--- src/rtl/uart_char_tx.sv ---
// UART character transmitter: start bit, 8 data bits LSB-first, optional parity,
// stop bit(s) and an optional idle gap so the far-end detector can separate characters.
module uart_char_tx #(
  parameter int unsigned CW        = 16,
  parameter int unsigned CLK_DIV   = 868,
  parameter int unsigned STOP_BITS = 1,
  parameter int unsigned PARITY    = 0,
  parameter int unsigned GAP_BITS  = 0,
  parameter logic        POLARITY  = 1'b1
) (
  input  logic       clk_i,
  input  logic       rst_i,
  input  logic [7:0] data_i,
  input  logic       valid_i,
  output logic       ready_o,
  output logic       tx_o,
  output logic       busy_o,
  output logic       done_o
);

  // Handshake: a byte transfers on the rising edge where valid_i && ready_o;
  // ready_o is high only in IDLE, so valid_i/data_i are don't-care while busy.

  typedef enum logic [2:0] {
    S_IDLE, S_START, S_DATA, S_PARITY, S_STOP, S_GAP
  } state_t;

  localparam logic [CW-1:0] BAUD_LAST = CW'(CLK_DIV - 1);
  localparam logic [CW-1:0] DATA_LAST = CW'(7);
  localparam logic [CW-1:0] STOP_LAST = CW'(STOP_BITS - 1);
  localparam logic [CW-1:0] GAP_LAST  = CW'((GAP_BITS == 0) ? 0 : GAP_BITS - 1);

  state_t        state_q, state_d;
  logic [CW-1:0] baud_q, baud_d;
  logic [CW-1:0] bit_q, bit_d;
  logic [7:0]    shift_q, shift_d;
  logic          par_q, par_d;
  logic          tx_q, tx_d;
  logic          done_q, done_d;
  logic          bit_end;

  function automatic logic line_level(input logic b);
    return ~(b ^ POLARITY);
  endfunction

  assign bit_end = (baud_q == BAUD_LAST);

  always_ff @(posedge clk_i or posedge rst_i) begin
    if (rst_i) begin
      state_q <= S_IDLE;
      baud_q  <= '0;
      bit_q   <= '0;
      shift_q <= '0;
      par_q   <= 1'b0;
      tx_q    <= POLARITY;
      done_q  <= 1'b0;
    end else begin
      state_q <= state_d;
      baud_q  <= baud_d;
      bit_q   <= bit_d;
      shift_q <= shift_d;
      par_q   <= par_d;
      tx_q    <= tx_d;
      done_q  <= done_d;
    end
  end

  always_comb begin
    state_d = state_q;
    baud_d  = baud_q;
    bit_d   = bit_q;
    shift_d = shift_q;
    par_d   = par_q;
    tx_d    = tx_q;
    done_d  = 1'b0;
    if (state_q != S_IDLE) baud_d = bit_end ? '0 : baud_q + 1'b1;
    case (state_q)
      S_IDLE: begin
        if (valid_i) begin
          state_d = S_START;
          shift_d = data_i;
          par_d   = (PARITY == 2) ? ~^data_i : ^data_i;
          tx_d    = ~POLARITY;
          baud_d  = '0;
          bit_d   = '0;
        end
      end
      S_START: begin
        if (bit_end) begin
          state_d = S_DATA;
          tx_d    = line_level(shift_q[0]);
        end
      end
      // Shift register always presents the current bit at [0]; [1] is the next one.
      S_DATA: begin
        if (bit_end) begin
          if (bit_q == DATA_LAST) begin
            bit_d = '0;
            if (PARITY != 0) begin
              state_d = S_PARITY;
              tx_d    = line_level(par_q);
            end else begin
              state_d = S_STOP;
              tx_d    = POLARITY;
            end
          end else begin
            bit_d   = bit_q + 1'b1;
            shift_d = shift_q >> 1;
            tx_d    = line_level(shift_q[1]);
          end
        end
      end
      S_PARITY: begin
        if (bit_end) begin
          state_d = S_STOP;
          tx_d    = POLARITY;
        end
      end
      S_STOP: begin
        if (bit_end) begin
          if (bit_q == STOP_LAST) begin
            bit_d = '0;
            if (GAP_BITS != 0) begin
              state_d = S_GAP;
            end else begin
              state_d = S_IDLE;
              done_d  = 1'b1;
            end
          end else begin
            bit_d = bit_q + 1'b1;
          end
        end
      end
      S_GAP: begin
        if (bit_end) begin
          if (bit_q == GAP_LAST) begin
            bit_d   = '0;
            state_d = S_IDLE;
            done_d  = 1'b1;
          end else begin
            bit_d = bit_q + 1'b1;
          end
        end
      end
      default: state_d = S_IDLE;
    endcase
  end

  assign ready_o = (state_q == S_IDLE);
  assign busy_o  = ~ready_o;
  assign tx_o    = tx_q;
  assign done_o  = done_q;

endmodule

--- config.mk ---
export PLATFORM = sky130hd
export DESIGN_NAME = uart_char_tx
export DESIGN_NICKNAME = d
export VERILOG_FILES = /design/src/rtl/uart_char_tx.sv
export SDC_FILE = /design/constraint.sdc
export NUM_CORES = 1
export LEC_CHECK = 0
export ABC_AREA = 1
export CAP_MARGIN = 20
export CORE_AREA = 2 2 83 85
export CTS_CLUSTER_DIAMETER = 150
export DETAILED_ROUTE_END_ITERATION = 16
export DIE_AREA = 0 0 85 87
export PLACE_DENSITY = 0.64
export SETUP_SLACK_MARGIN = 0.3
export SLEW_MARGIN = 25
export SYNTH_ARGS = -nofsm -noshare
export SYNTH_HDL_FRONTEND = slang
export SYNTH_SLANG_ARGS = --single-unit
--- constraint.sdc ---
create_clock -name clk_i -period 1.5 [get_ports clk_i]
set_input_delay 0.3 -clock clk_i [delete_from_list [all_inputs] [get_ports clk_i]]
set_output_delay 0.3 -clock clk_i [all_outputs]
set_load 0.01 [all_outputs]
==> results.yml <==
clock_network:
  cts.root.buffer_cell: "sky130_fd_sc_hd__clkbuf_8"
  cts_hold_repair.buffers: 0
  cts_num_sinks: 45
  clk_transition_reported_paths_ns: 0.09
  cts_max_path_buffers: 2
  worst_skew_pair.late_latency_ns: 0.30
  tritoncts: "yes"
  cts-htree-levels: 2
  num_cts_buffers: 5
cells_and_area:
  proportion_of_layout_cells_with_a_drive_suffix_above_1_pct: 35.5
  area_growth_syn_to_layout_pct: 45.1
  post-route-util_pct: 63.1
  antennaDiodeCount: 0
  fin_nets: 512
worst_setup_path:
  timing.critical_path.cells: "ha_4, buf_4, nand3_1, nor2_1, nand3_2, nand2_1, nand2_4, buf_8, nand2_1, o21ai_1"
  crit_path_end_kind: "flop"
  critical_path.max_stage_delay_ns: 0.41
  path_common_cell: "sky130_fd_sc_hd__nand2_1"
  worstPathMaxFanout: 15
  crit_path_start_kind: "flop"
  standard_cell_with_the_maximum_stage_delay_on_the_critical_path: "sky130_fd_sc_hd__dfrtp_1"
  path_class: "flop to flop"
  timing.critical_path.max_delay_family: "simple AND/OR/NAND/NOR gates"
  critical_path_arrival_ns: 1.78
  cp.required_ns: 1.67
  crit_path_buf_inv_count: 2
power:
  p_total_mw: 5.71
  p_per_area_mw_per_mm2: 1380
  power.share.clock_pct: 13.0
  p_leak_nw: 2.00
  ir_worst_vdd_v: 0.00130
  internal_power_mw: 3.29
  switching_power_mw: 2.42
  power.share.combinational_pct: 58.6
  seq_power_share_pct: 28.4
  power.share.switching_pct: 42.4
yosys:
  netlist.top_cell.by_area: "sky130_fd_sc_hd__dfrtp_1"
  synth-seq-cells: 45
  synth-async-reset-ratio_pct: 100
  syn_avg_cell_area_um2: 7.11
  ys_top_cells_by_count: "sky130_fd_sc_hd__nand2_1 (130), sky130_fd_sc_hd__nor2_1 (52), sky130_fd_sc_hd__dfrtp_1 (44), sky130_fd_sc_hd__inv_1 (35), sky130_fd_sc_hd__nand3_1 (33)"
  synth_most_common_cell: "sky130_fd_sc_hd__nand2_1"
  number_of_nets_produced_by_synthesis: 416
  synth.yosys.seq_area_share_pct: 39.5
  synth_cell_type_count: 30
  synth.cell_area_mm2: 0.00286
  synth_area_leaders: "sky130_fd_sc_hd__dfrtp_1 (39%), sky130_fd_sc_hd__nand2_1 (17%), sky130_fd_sc_hd__nor2_1 (6.8%)"
  yosys.area.top_type_share_pct: 38.5
  synth_flop_cell: "sky130_fd_sc_hd__dfrtp_1"
  synth_warn: 0
  postSynthCellCount: 402
  synth_edf_count: 0
grt:
  grt-ovfl-total: 0
  grt_first_pass_wirelength_mm: 13.3
  grt_pass1_vias: 2996
  grt_antenna_before_repair: 0
  grt_max_degree: 46
  groute.usage.overall_pct: 21.8
floorplan:
  die_height_um: 87
  ioPinCount: 15
  dieArea_mm2: 0.00740
  initial_utilization_pct: 43.5
  die-width_um: 85
  core-area_mm2: 0.00657
  row_count: 30
timing:
  tightest_slew_ns: 0.268
  setup_ws_ns: -0.110
  slew-limit-headroom_pct: 82.1
  timing_max_transition_violations_final: 0
  report.final.hold_viol_count: 0
  setup_viol: 27
  finalCritPeriodShare_pct: 107
  rsz_0062_raised_after_global_routing: "yes"
  timing.final.crit_period_ns: 1.61
  worst_hold_slack_ns: 0.392
  max_clock_freq_mhz: 621
  fin_skew_ns: 0.0157
drt:
  drt_drc_violations_left: 0
  drtPass1Iterations: 6
  postRouteAntennaNets: 0
  viasPerCell: 5.05
  vias: 2926
  total_wirelength_of_the_detailed_routed_design_mm: 7.72
  wl_per_cell_um: 13.3
  drt-initial-drc-count: 144
place:
  gp_congestion: 0.860
  dpl_wire_length_mm: 5.09
  place.port_buffers: 14
  place_ws_ns: -0.148
min_path:
  hp-class: "primary input to asynchronous set/reset pin"
run:
  max_cap_violation_count: 0
outcome:
  outcome: "finished with violations"
  violations: "setup timing"
power groups by stage:
stage | Clock (mW) | Combinational [mW] | Sequential, mW
global placement | 0 | 2.23 | 1.59
global route | 0.814 | 3.63 | 1.64
detailed placement | 0 | 2.31 | 1.60
CTS | 0.765 | 2.99 | 1.59
floorplan | 0 | 1.48 | 1.62
finish | 0.741 | 3.34 | 1.62
through the flow:
step / cells / TNS [ns] / instance area, um2
floorplan: 402 / 0 / 2920
global placement: 548 / -1.83 / 3560
detailed placement: 548 / -2.97 / 3560
CTS: 574 / -0.0646 / 3990
global route: 579 / -4.03 / 4140
finish: 579 / -1.70 / 4140
registers in the layout, summed over array words and instances (netlist names):
register and flops:
done_o 1, state_q 3, bit_q 16, baud_q 16
shift_q 8, tx_o 1
path summary, 6_finish.rpt:
check / start / to / slack, ns / cells after the start
worst max-delay path: baud_q[0] / bit_q[10] / -0.11 / 10
worst min-delay path: rst_i / baud_q[15] / 0.39 / 3
worst max register to register: baud_q[0] / bit_q[10] / -0.11 / 10
worst min register to register: tx_o / tx_o / 0.48 / 2
max in group asynchronous: rst_i / tx_o / 0.80 / 3
min in group clk_i: tx_o / tx_o / 0.48 / 2
final cells by class:
| cell class | instances | area [um2] |
|---|---|---|
| multi-input cells | 310 | 1830 |
| inverters | 38 | 154 |
| fillers | 552 | 2420 |
| clock buffers | 6 | 72.6 |
| clock inverters | 2 | 10.0 |
| repair buffers | 98 | 847 |
| well taps | 80 | 100 |
| flip-flops and latches | 45 | 1130 |
repair_timing:
action,4_1_cts,5_1_grt
hold endpoints to repair,0,0
gates cloned,1,0
resized for setup,83,40
setup buffers,17,5
endpoints found under the setup margin,49,49
pin swaps,19,14
cell usage in the layout, fill, tap and decap left out, types with 3 or more instances in the layout:
cell type and instances:
sky130_fd_sc_hd__o21ai_1 18, sky130_fd_sc_hd__inv_2 5, sky130_fd_sc_hd__o211ai_1 6, sky130_fd_sc_hd__nand2_4 7, sky130_fd_sc_hd__xor2_1 12, sky130_fd_sc_hd__nand3_1 25, sky130_fd_sc_hd__inv_1 29, sky130_fd_sc_hd__buf_4 69
sky130_fd_sc_hd__o21ai_2 7, sky130_fd_sc_hd__mux2i_1 6, sky130_fd_sc_hd__nor2_4 7, sky130_fd_sc_hd__nand2_1 105, sky130_fd_sc_hd__nand4_1 8, sky130_fd_sc_hd__nor2_2 9, sky130_fd_sc_hd__nand3_2 6, sky130_fd_sc_hd__o21ai_0 12
sky130_fd_sc_hd__buf_6 15, sky130_fd_sc_hd__clkdlybuf4s50_1 10, sky130_fd_sc_hd__o21bai_1 3, sky130_fd_sc_hd__nand2_2 21, sky130_fd_sc_hd__clkbuf_8 5, sky130_fd_sc_hd__nor2_1 37, sky130_fd_sc_hd__dfrtp_2 3, sky130_fd_sc_hd__inv_4 3
sky130_fd_sc_hd__dfrtp_1 41
cell families after synthesis:
group / count (synthesis) / synth area share, %
xor gates and xnor gates: 14 / 4.29
and+or+nand+nor: 232 / 33.6
muxes: 6 / 2.10
DFF: 45 / 39.5
buffers and inverters: 48 / 7.71
adders and majority gates: 3 / 1.31
AOI/OAI and AO/OA: 54 / 11.5
tightest hold or removal path, delay by kind of cell:
kind | cells | cell delay (ns)
buffers and inverters | 3 | 0.77
metal layers:
metal	vias up	GRT usage, %	wire [um]	share of wire [%]
met3	15	3.32	216	2.8
li1	1487	-	-	-
met1	1375	26.3	3430	44
met5	-	0	0	0
met4	0	6.64	152	2.0
met2	49	40.1	3920	51
Power figures use the tool's default switching activity.
